File: src/rtl/softmax_pkg.sv
// Shared definitions for the softmax2 request scheduler.
//   FP_W          : width of an FP32 operand/result word
//   sched_state_e : scheduler FSM states
//   clog2()       : ceiling log2, usable in constant expressions
package softmax_pkg;

   localparam int unsigned FP_W = 32;

   typedef enum logic [1:0] {
      StIdle,
      StIssue,
      StWait,
      StResp
   } sched_state_e;

   function automatic int unsigned clog2(input int unsigned value);
      int unsigned r;
      r = 0;
      for (int unsigned i = 0; i < 32; i++) begin
         if ((32'd1 << i) < value) r = i + 1;
      end
      return r;
   endfunction

endpackage

File: src/rtl/rr_arbiter.sv
// Combinational round-robin arbiter.
//   req_i : per-requester request bits
//   ptr_i : index where the search starts (highest priority)
//   gnt_o : one-hot grant, zero when no request
//   idx_o : index of the granted requester
//   any_o : at least one request present
module rr_arbiter
   import softmax_pkg::*;
#(
   parameter int unsigned NUM_REQ = 4,
   parameter int unsigned ID_W    = 2
) (
   input  logic [NUM_REQ-1:0] req_i,
   input  logic [ID_W-1:0]    ptr_i,
   output logic [NUM_REQ-1:0] gnt_o,
   output logic [ID_W-1:0]    idx_o,
   output logic               any_o
);

   int unsigned cand;

   // Walk from ptr_i upward; the wrap is explicit so non power-of-2 counts work.
   always_comb begin
      gnt_o = '0;
      idx_o = '0;
      any_o = 1'b0;
      cand  = 0;
      for (int unsigned k = 0; k < NUM_REQ; k++) begin
         cand = 32'(ptr_i) + k;
         if (cand >= NUM_REQ) cand = cand - NUM_REQ;
         if (!any_o && req_i[cand[ID_W-1:0]]) begin
            any_o                  = 1'b1;
            gnt_o[cand[ID_W-1:0]]  = 1'b1;
            idx_o                  = cand[ID_W-1:0];
         end
      end
   end

endmodule

File: src/rtl/softmax2_sched.sv
// Round-robin scheduler sharing one 2-class softmax unit among NUM_REQ heads.
// One transaction in flight: IDLE (grant) -> ISSUE (launch) -> WAIT -> RESP.
//   clk, reset          : clock, synchronous active-low reset
//   req_valid/req_ready : per-requester request, one-hot single-cycle grant
//   req_class0/1        : packed FP32 logit pairs, requester i at [32i+31:32i]
//   sm_*                : launch strobe/operands to, results/done from the softmax unit
//   rsp_*               : tagged response, held until rsp_ready
//   stray_err           : sticky, completion strobe seen outside WAIT
//   busy                : FSM not idle
module softmax2_sched
   import softmax_pkg::*;
#(
   parameter int unsigned NUM_REQ = 4,
   parameter int unsigned ID_W    = 2,
   parameter int unsigned TIMEOUT = 16
) (
   input  logic                    clk,
   input  logic                    reset,
   input  logic [NUM_REQ-1:0]      req_valid,
   output logic [NUM_REQ-1:0]      req_ready,
   input  logic [FP_W*NUM_REQ-1:0] req_class0,
   input  logic [FP_W*NUM_REQ-1:0] req_class1,
   output logic                    sm_valid_in,
   output logic [FP_W-1:0]         sm_class0,
   output logic [FP_W-1:0]         sm_class1,
   input  logic [FP_W-1:0]         sm_out0,
   input  logic [FP_W-1:0]         sm_out1,
   input  logic                    sm_valid_out,
   output logic                    rsp_valid,
   input  logic                    rsp_ready,
   output logic [ID_W-1:0]         rsp_id,
   output logic [FP_W-1:0]         rsp_out0,
   output logic [FP_W-1:0]         rsp_out1,
   output logic                    rsp_timeout,
   output logic                    stray_err,
   output logic                    busy
);

   localparam int unsigned WdogW = clog2(TIMEOUT);

   sched_state_e     state_q, state_d;
   logic [ID_W-1:0]  rr_ptr_q, rr_ptr_d;
   logic [WdogW-1:0] wdog_q, wdog_d;
   logic [FP_W-1:0]  sm_class0_q, sm_class0_d;
   logic [FP_W-1:0]  sm_class1_q, sm_class1_d;
   logic [ID_W-1:0]  rsp_id_q, rsp_id_d;
   logic [FP_W-1:0]  rsp_out0_q, rsp_out0_d;
   logic [FP_W-1:0]  rsp_out1_q, rsp_out1_d;
   logic             rsp_timeout_q, rsp_timeout_d;
   logic             stray_q, stray_d;

   logic [NUM_REQ-1:0] gnt;
   logic [ID_W-1:0]    gnt_idx;
   logic               gnt_any;
   logic [FP_W-1:0]    sel_class0, sel_class1;

   rr_arbiter #(
      .NUM_REQ (NUM_REQ),
      .ID_W    (ID_W)
   ) u_arb (
      .req_i (req_valid),
      .ptr_i (rr_ptr_q),
      .gnt_o (gnt),
      .idx_o (gnt_idx),
      .any_o (gnt_any)
   );

   // One-hot grant makes an OR-mux sufficient for operand selection.
   always_comb begin
      sel_class0 = '0;
      sel_class1 = '0;
      for (int unsigned i = 0; i < NUM_REQ; i++) begin
         if (gnt[i]) begin
            sel_class0 = sel_class0 | req_class0[i*FP_W +: FP_W];
            sel_class1 = sel_class1 | req_class1[i*FP_W +: FP_W];
         end
      end
   end

   always_comb begin
      state_d       = state_q;
      rr_ptr_d      = rr_ptr_q;
      wdog_d        = wdog_q;
      sm_class0_d   = sm_class0_q;
      sm_class1_d   = sm_class1_q;
      rsp_id_d      = rsp_id_q;
      rsp_out0_d    = rsp_out0_q;
      rsp_out1_d    = rsp_out1_q;
      rsp_timeout_d = rsp_timeout_q;
      stray_d       = stray_q;

      if (sm_valid_out && (state_q != StWait)) stray_d = 1'b1;

      unique case (state_q)
         StIdle: begin
            if (gnt_any) begin
               sm_class0_d = sel_class0;
               sm_class1_d = sel_class1;
               rsp_id_d    = gnt_idx;
               rr_ptr_d    = (gnt_idx == ID_W'(NUM_REQ - 1)) ? '0 : gnt_idx + ID_W'(1);
               state_d     = StIssue;
            end
         end
         StIssue: begin
            wdog_d  = '0;
            state_d = StWait;
         end
         StWait: begin
            wdog_d = wdog_q + WdogW'(1);
            // Completion takes priority over a coincident watchdog expiry.
            if (sm_valid_out) begin
               rsp_out0_d    = sm_out0;
               rsp_out1_d    = sm_out1;
               rsp_timeout_d = 1'b0;
               state_d       = StResp;
            end else if (wdog_q == WdogW'(TIMEOUT - 1)) begin
               rsp_out0_d    = '0;
               rsp_out1_d    = '0;
               rsp_timeout_d = 1'b1;
               state_d       = StResp;
            end
         end
         StResp: begin
            if (rsp_ready) state_d = StIdle;
         end
         default: state_d = StIdle;
      endcase
   end

   always_ff @(posedge clk) begin
      if (!reset) begin
         state_q       <= StIdle;
         rr_ptr_q      <= '0;
         wdog_q        <= '0;
         sm_class0_q   <= '0;
         sm_class1_q   <= '0;
         rsp_id_q      <= '0;
         rsp_out0_q    <= '0;
         rsp_out1_q    <= '0;
         rsp_timeout_q <= 1'b0;
         stray_q       <= 1'b0;
      end else begin
         state_q       <= state_d;
         rr_ptr_q      <= rr_ptr_d;
         wdog_q        <= wdog_d;
         sm_class0_q   <= sm_class0_d;
         sm_class1_q   <= sm_class1_d;
         rsp_id_q      <= rsp_id_d;
         rsp_out0_q    <= rsp_out0_d;
         rsp_out1_q    <= rsp_out1_d;
         rsp_timeout_q <= rsp_timeout_d;
         stray_q       <= stray_d;
      end
   end

   // Grant is combinational; masked while reset is held so nothing is offered then.
   assign req_ready   = ((state_q == StIdle) && reset) ? gnt : '0;
   assign sm_valid_in = (state_q == StIssue);
   assign sm_class0   = sm_class0_q;
   assign sm_class1   = sm_class1_q;
   assign rsp_valid   = (state_q == StResp);
   assign rsp_id      = rsp_id_q;
   assign rsp_out0    = rsp_out0_q;
   assign rsp_out1    = rsp_out1_q;
   assign rsp_timeout = rsp_timeout_q;
   assign stray_err   = stray_q;
   assign busy        = (state_q != StIdle);

endmodule
File: config.mk
export PLATFORM = sky130hd
export DESIGN_NAME = softmax2_sched
export DESIGN_NICKNAME = d
export VERILOG_FILES = /design/src/rtl/softmax_pkg.sv /design/src/rtl/rr_arbiter.sv /design/src/rtl/softmax2_sched.sv
export SDC_FILE = /design/constraint.sdc
export NUM_CORES = 1
export LEC_CHECK = 0
export CELL_PAD_IN_SITES_DETAIL_PLACEMENT = 1
export CELL_PAD_IN_SITES_GLOBAL_PLACEMENT = 2
export CORE_UTILIZATION = 16
export CTS_BUF_LIST = sky130_fd_sc_hd__clkbuf_16
export DETAILED_ROUTE_END_ITERATION = 10
export PLACE_DENSITY_LB_ADDON = 0.1
export SLEW_MARGIN = 20
export SYNTH_ARGS = -nofsm -noshare
export SYNTH_HDL_FRONTEND = slang
export SYNTH_HIERARCHICAL = 1
export SYNTH_SLANG_ARGS = --single-unit
File: constraint.sdc
create_clock -name clk -period 3 [get_ports clk]
set_input_delay 0.6 -clock clk [delete_from_list [all_inputs] [get_ports clk]]
set_output_delay 0.6 -clock clk [all_outputs]
set_load 0.02 [all_outputs]
Word level (Yosys, flattened, before mapping)
Cells that the tools add are included.
{"block": "totals", "ff_bits": 140, "inputBits": 328, "output_inout_bits": 139, "word_cells": 121}
{"block": "classes", "addsub": 9, "order_cmp": 12, "eq_ne": 9, "muxes": 53, "bitwise": 9, "reduce_logical": 19}
{"operator": "$mux W32", "count": 11}
{"operator": "$or A32 B32 Y32", "count": 6}
{"operator": "$mux W2", "count": 13}
{"operator": "$mux W4", "count": 5}
{"operator": "$mux W1", "count": 14}
{"operator": "$lt A2 B3 Y1 const B", "count": 4}
{"operator": "$or A4 B4 Y4", "count": 3}
{"operator": "$ge A3 B3 Y1 const B", "count": 3}
{"operator": "$logic_and A1 B1 Y1", "count": 9}
{"operator": "$bmux W1 S2", "count": 4}
{"operator": "$demux W1 S2", "count": 4}
{"operator": "$ge A2 B1 Y1 const B", "count": 4}
{"operator": "$pmux W2 S4", "count": 1}
{"operator": "$pmux W4 S2", "count": 1}
{"operator": "$sub A2 B1 Y2 const B", "count": 4}
{"operator": "$add A2 B2 Y3 const B", "count": 2}
{"operator": "$eq A2 B2 Y1 const B", "count": 3}
{"operator": "$reduce_bool A2 Y1", "count": 3}
{"operator": "$add A4 B1 Y4 const B", "count": 1}
{"operator": "$eq A4 B4 Y1 const B", "count": 1}
{"operator": "$ne A2 B2 Y1 const B", "count": 2}
{"operator": "$reduce_and A2 Y1", "count": 2}
{"operator": "$add A2 B1 Y3 const B", "count": 1}
{"operator": "$ge A2 B3 Y1 const B", "count": 1}
{"operator": "other kinds (7)", "count": 9}

Longest topological paths before layout
Gate-level depths: netlist (run 1).
{"block": "logic_depth", "ltp_word": 21, "ltp_mapped": 12, "ltp_nobuf": 9}

Cells and area by module
Netlist (run 1), hierarchy kept.
{"module": "softmax2_sched", "instances": 1, "cells_each": 587, "area_each_um2": 5749.3, "seq_area_each_um2": 2802.7}
{"module": "rr_arbiter", "instances": 1, "cells_each": 45, "area_each_um2": 421.7, "seq_area_each_um2": 0.0}

Worst setup path after synthesis (run 1)
No wires, ideal clock.
{"block": "synth_path", "kind": "register to output", "from": "register rr_ptr_q[0]", "to": "output req_ready[2]", "arrival_ps": 2685, "path_slack_ps": -285, "stages_incl_launch_ff": 12, "cell_sequence": "dfxtp_1 > buf_6 > inv_1 > ha_1 > mux4_2 > buf_6 > nor4b_4 > a22oi_1 > o21ai_0 > buf_2 > clkbuf_1 > and3_1"}
{"block": "synth_between", "elab_chain_len": 15}
{"item": "start: declaration", "line_no": "softmax2_sched.sv:42", "rtl": "logic [ID_W-1:0] rr_ptr_q, rr_ptr_d;"}
{"item": "start signal: assignment", "line_no": "softmax2_sched.sv:144", "rtl": "rr_ptr_q <= rr_ptr_d;"}
{"item": "branches (longest 13 deep; another with $add A2 B1 Y3)"}
{"item": "$mux W4 *", "line_no": "rr_arbiter.sv:31", "rtl": "if (!any_o && req_i[cand[ID_W-1:0]]) begin"}
{"item": "via gnt[2]", "line_no": "softmax2_sched.sv:52", "rtl": "logic [NUM_REQ-1:0] gnt;"}
{"item": "$mux W4 *", "line_no": "softmax2_sched.sv:157", "rtl": "assign req_ready = ((state_q == StIdle) && reset) ? gnt : '0;"}
{"item": "end: declaration", "line_no": "softmax2_sched.sv:20", "rtl": "output logic [NUM_REQ-1:0] req_ready,"}
Mark *: on every way through the listed nets, which the timed path passes. The select of a mux whose other input is x is not followed.

Final worst setup path (run 1)
{"block": "layout_path", "from": "register rr_ptr_q[0]", "to": "output req_ready[1]"}
The elaborated chain is that of the path after synthesis.

==> flow_summary.yaml, run 1 <==
outcome:
  status: "finished with violations"
  violations: "setup timing"
global_routing:
  grt_overflow: 0
  grt_max_degree: 65
  first_global_vias: 7609
  antenna_found_initial: 0
  grt_pass1_wl_mm: 49.2
  grt_usage_pct: 17.0
synthesis:
  synth_top_cell_area_share_pct: 45.4
  syn_nets: 972
  synth.avg_cell_area_um2: 9.76
  synth_cell_types: 42
  synthCells: 632
  synthesis.area_um2: 6170
  seq_area_frac_synth_pct: 45.4
  ys_ff_latch: 140
  synth_flop_cell: "dfxtp_1"
  yosysWarnings: 6
  yosys.area.top_type: "dfxtp_1"
  synth-edff-count: 0
  yosysMostFrequentCell: "dfxtp_1"
  ys_async_sr_fraction_pct: 0
  synthTopCellsByArea: "dfxtp_1 45%, a22oi_1 17%, a22o_1 9.1%"
  ys_top_cells_by_count: "140 x dfxtp_1, 136 x a22oi_1, 71 x o21ai_0, 64 x a22o_1, 64 x a31oi_1"
clock_network:
  insertion_delay_ns: 0.44
  cts_buffers: 17
  cts_root_buf: "clkbuf_16"
  cts_max_level: 4
  cts.path.max_buffers: 2
  cts_hold_buf: 0
  path_clk_slew_ns: 0.06
  cts_sinks: 140
  cts_tree: "done"
floorplanning:
  core_um2: 37800
  fp.dieH_um: 198
  rows: 71
  ios: 467
  dieWidth_um: 198
  dieArea_um2: 39400
  start_util_pct: 16.3
timing:
  tightest_slew_ns: 0.556
  skew_ns: 0.0109
  timing.final.ws_setup_ns: -0.200
  finalCritPeriodShare_pct: 107
  fmax_mhz: 313
  drv_slew: 0
  final-hold-violation-count: 0
  fin_tns_setup_ns: -0.573
  setup_viol: 4
  relSlewSlack_pct: 63.0
  fin_crit_ns: 3.20
  rsz0062_at_grt: "true"
setup_path:
  ff2ff_path_depth: 12
  r2r_setup_slack_ns: 0.16
  worstReg2RegStart: "rr_ptr_q[0]"
  worstSetupStartpointType: "flip-flop"
  r2r_end: "sm_class0[12]"
  arrival_ns: 2.60
  critical_path_required_ns: 2.40
  crit_fanout: 4
  worst_setup_path_end_kind: "output port"
  worstSetupPathType: "flip-flop to output port"
drt:
  vias: 7166
  drtAntennaViolNets: 0
  drc: 0
  vias_per_cell: 4.41
  first_iter_violations: 205
  wl_per_cell_um: 21.1
  firstDrtPassIters: 4
  wl_mm: 34.2
final_layout:
  final_util_pct: 32.5
  fin_nets: 1440
  drive_above_1_share_pct: 10.6
  syn_to_final_growth_pct: 99.5
  instances_no_fill: 1624
worst_hold_path:
  holdCritStartpoint: "rsp_id[1]"
  min_path_type: "flip-flop to flip-flop"
  min_to: "rsp_id[1]"
  whs_path_depth: 2
job:
  cap_violations: 0
power:
  p_leak_uw: 0.00436
  peakVddDrop_v: 0.000478
  p_per_area_nw_per_um2: 957
placement:
  port_buffers: 466
  dp.cells: 1585
  dp_hpwl_mm: 25.7
  finalWeightedCongestion: 0.729
-- logic make-up after synthesis --
group                    share of synthesized area [%]
buffers and inverters                             6.06
flip-flops                                        45.4
AND/OR/NAND/NOR                                   3.61
AO/OA/AOI/OAI                                     40.2
multiplexers                                      2.25
adder cells (fa/ha/maj)                           2.43
-- worst max path at each step --
stage                 startpoint      endpoint  cells past startpoint
floorplan            rr_ptr_q[0]  req_ready[3]                     11
global placement    req_valid[2]  req_ready[1]                      7
detailed placement  req_valid[2]  req_ready[1]                      7
CTS                  rr_ptr_q[1]  req_ready[1]                     10
global route         rr_ptr_q[0]  req_ready[3]                      7
finish               rr_ptr_q[0]  req_ready[1]                      9
-- sequential cells by signal (all words and copies together) (netlist names) --
signal       count
rsp_out1        32
rsp_id           2
sm_class0       32
state_q          2
rr_ptr_q         2
rsp_out0        32
sm_class1       32
stray_err        1
wdog_q           4
rsp_timeout      1
-- layer usage --
layer  up-vias  GRT usage [%]  wire length, um
met2       302           29.8            16900
met3        11           7.54             3650
li1       3452              -                -
met4         0           3.47              205
met1      3401           18.9            13400
met5         -              0                0
-- cell usage in the layout (no fill, tap or decap), drive strengths merged, types with 2 or more instances in the layout --
cell type and instances:
clkdlybuf4s50 457, dfxtp 140, a22oi 136, o21ai 71, a31oi 64, a22o 64, buf 55, clkbuf 17
inv 15, nand2 13, ha 12, a21oi 11, and3 5, nor2 4, dlygate4sd2 4, mux4 4
clkinv 4, nand2b 3, mux2i 3, clkinvlp 3, o221a 2, or3 2, nor2b 2, nand3 2
bufinv 2
-- critical path: stages (launching register included) --
cell	delay [ns]
dfxtp_4	0.37
buf_12	0.11
mux4_2	0.53
nor4b_4	0.42
buf_4	0.19
buf_6	0.08
a22oi_2	0.06
o21ai_4	0.08
and3_4	0.20
buf_6	0.12
-- through the flow --
step | worst slack [ns] | hold slack, ns | area (um2) | total power (uW)
final | -0.200 | 0.458 | 12300 | 11800
after CTS | -0.213 | 0.460 | 12300 | 12000
after global placement | -0.773 | 0.444 | 11600 | 9670
after global routing | -0.377 | 0.481 | 12300 | 12600
after detailed placement | -0.778 | 0.452 | 11600 | 9680
after floorplan | 0.0337 | 0.454 | 6250 | 6410
-- power breakdown --
part / switching [uW] / internal [uW]
clock network: 919 / 1220
registers: 303 / 2460
logic: 3810 / 3070
total: 5030 / 6750
-- final cells by class --
| type | count | area, um2 |
|---|---|---|
| well taps | 511 | 639 |
| fillers | 4299 | 25500 |
| inverters | 10 | 40.0 |
| multi-input cells | 414 | 3100 |
| diodes | 1 | 2.50 |
| clock inverters | 14 | 146 |
| clock buffers | 17 | 425 |
| flip-flops and latches | 140 | 2810 |
| repair buffers | 517 | 5150 |
-- repair_timing --
action                                  in CTS  in global routing
endpoints found under the setup margin      22                 58
setup buffers                                5                  2
endpoints found under the hold margin        0                  0
gates resized for setup                     36                  9
pin swaps                                    3                  1
Power figures use the tool's default switching activity.
==> run 2: changes to the inputs <==
--- a/config.mk
+++ b/config.mk
@@ -10,7 +10,9 @@
 export CORE_UTILIZATION = 16
 export CTS_BUF_LIST = sky130_fd_sc_hd__clkbuf_16
 export DETAILED_ROUTE_END_ITERATION = 10
+export GPL_TIMING_DRIVEN = 1
 export PLACE_DENSITY_LB_ADDON = 0.1
+export SKIP_CTS_REPAIR_TIMING = 1
 export SLEW_MARGIN = 20
 export SYNTH_ARGS = -nofsm -noshare
 export SYNTH_HDL_FRONTEND = slang
==> flow_summary.yaml, run 2 (same netlist as run 1, synthesis figures left out) <==
outcome:
  status: "finished with violations"
  violations: "setup timing"
timing:
  rsz0062_at_grt: "true"
  final-hold-violation-count: 0
  fin_crit_ns: 3.11
  finalCritPeriodShare_pct: 104
  hold-worst-slack_ns: 0.458
  drv_slew: 0
  tightest_slew_ns: 0.556
  fin_tns_setup_ns: -0.252
  skew_ns: 0.0112
  fmax_mhz: 321
  relSlewSlack_pct: 63.0
  setup_viol: 4
  timing.final.ws_setup_ns: -0.112
setup_path:
  worstReg2RegStart: "rr_ptr_q[0]"
  r2r_setup_slack_ns: 0.07
  critPathMaxStageDelay_ns: 0.37
  worstSetupStartpoint: "rr_ptr_q[0]"
  crit_slowest_cell: "dfxtp_4"
  r2r_end: "sm_class1[22]"
  worstSetupPathType: "flip-flop to output port"
  ff2ff_path_depth: 12
  crit_end: "req_ready[0]"
  worstSetupStartpointType: "flip-flop"
  critical_path_required_ns: 2.40
  cp_common_cell: "buf_6"
  cp_cell_sequence: "inv_2 > ha_4 > mux4_2 > nor4b_4 > buf_4 > buf_6 > a22oi_2 > o21ai_4 > and3_4 > buf_6"
  crit_fanout: 3
  arrival_ns: 2.51
  worst_setup_path_end_kind: "output port"
drt:
  drc: 0
  first_iter_violations: 190
  vias_per_cell: 4.43
  drtAntennaViolNets: 0
  wl_mm: 34.3
  firstDrtPassIters: 4
  wl_per_cell_um: 21.1
  vias: 7180
power:
  p_leak_uw: 0.00437
  p_per_area_nw_per_um2: 955
  power_frac_clock_pct: 18.2
  sw_frac_of_total_pct: 42.8
  internal_power_uw: 6700
  peakVddDrop_v: 0.000477
  combPwrFrac_pct: 58.2
  pwr-share-seq_pct: 23.5
  p_sw_uw: 5020
placement:
  finalWeightedCongestion: 0.729
  postPlaceCellArea_um2: 11600
  dp_hpwl_mm: 25.7
  dp.cells: 1585
  port_buffers: 466
global_routing:
  grt_usage_pct: 17.0
  antenna_found_initial: 1
  met3_usage_pct: 7.60
  use_met1_pct: 18.8
  top_usage_layer: "met2"
  grt_overflow: 0
  grt_pass1_wl_mm: 49.0
  grt_util_met2_pct: 29.6
  grt_max_degree: 65
  first_global_vias: 7568
clock_network:
  cts_buffers: 17
  cts_tree: "done"
  insertion_delay_ns: 0.44
  cts_root_buf: "clkbuf_16"
  cts_sinks: 140
  cts.path.max_buffers: 2
  cts_max_level: 4
  path_clk_slew_ns: 0.06
final_layout:
  fin_nets: 1437
  final_cell_mix: "457 x clkdlybuf4s50_1, 138 x dfxtp_1, 132 x a22oi_1"
  syn_to_final_growth_pct: 99.0
  drive_above_1_share_pct: 10.2
  final_common_cell: "clkdlybuf4s50_1"
  instances_no_fill: 1622
  final_cell_area_um2: 12300
  nFillCells: 4304
floorplanning:
  rows: 71
  start_util_pct: 16.3
  dieArea_um2: 39400
  dieWidth_um: 198
  fp.dieH_um: 198
  core_um2: 37800
  ios: 467
worst_hold_path:
  min_path_type: "flip-flop to flip-flop"
job:
  cap_violations: 0
## run 2: per-layer routing
metal	share of wire, %	vias to the layer above
li1	-	3449
met1	39	3406
met2	49	312
met3	11	13
met4	0.70	0
met5	0	-
## run 2: power groups by stage
stage          clock network [uW]  registers [uW]  logic, uW
6_report                     2140            2760       6820
5_1_grt                      2300            2840       7420
3_3_place_gp                    0            2780       6890
4_1_cts                      2230            2770       6910
3_5_place_dp                    0            2790       6890
2_1_floorplan                   0            3430       2990
## run 2: area by class of cell
class                           instances  area (um2)  area share, %
Timing Repair Buffer                  514        5130           41.7
Multi-Input combinational cell        414        3090           25.1
Sequential cell                       140        2810           22.9
Tap cell                              511         639           5.21
Clock buffer                           17         425           3.46
Clock inverter                         14         146           1.19
Inverter                               10        40.0          0.326
Antenna cell                            2        5.00         0.0408
## run 2: per-stage QoR
step / total power, uW / utilization (%) / setup WS [ns]
after floorplan: 6410 / - / 0.0337
after global placement: 9670 / 30.7 / -0.773
after detailed placement: 9680 / 30.7 / -0.778
after CTS: 11900 / 32.3 / -0.789
after global routing: 12600 / 32.4 / -0.255
final: 11700 / 32.4 / -0.112
## run 2: worst min path at each step
stage / to / startpoint / cells past startpoint
finish: rsp_id[1] / rsp_id[1] / 2
global route: rsp_id[1] / rsp_id[1] / 2
CTS: rsp_id[1] / rsp_id[1] / 2
detailed placement: rsp_id[1] / rsp_id[1] / 2
global placement: rsp_id[0] / rsp_id[0] / 2
floorplan: wdog_q[1] / wdog_q[1] / 2
## run 2: worst max-delay path: cells and delay by family, from the launching register on
kind | cells | cell delay (ns)
compound gates | 2 | 0.12
fa+ha+maj | 1 | 0.27
buf+inv | 4 | 0.44
flops | 1 | 0.37
mux | 1 | 0.35
simple gates | 2 | 0.51
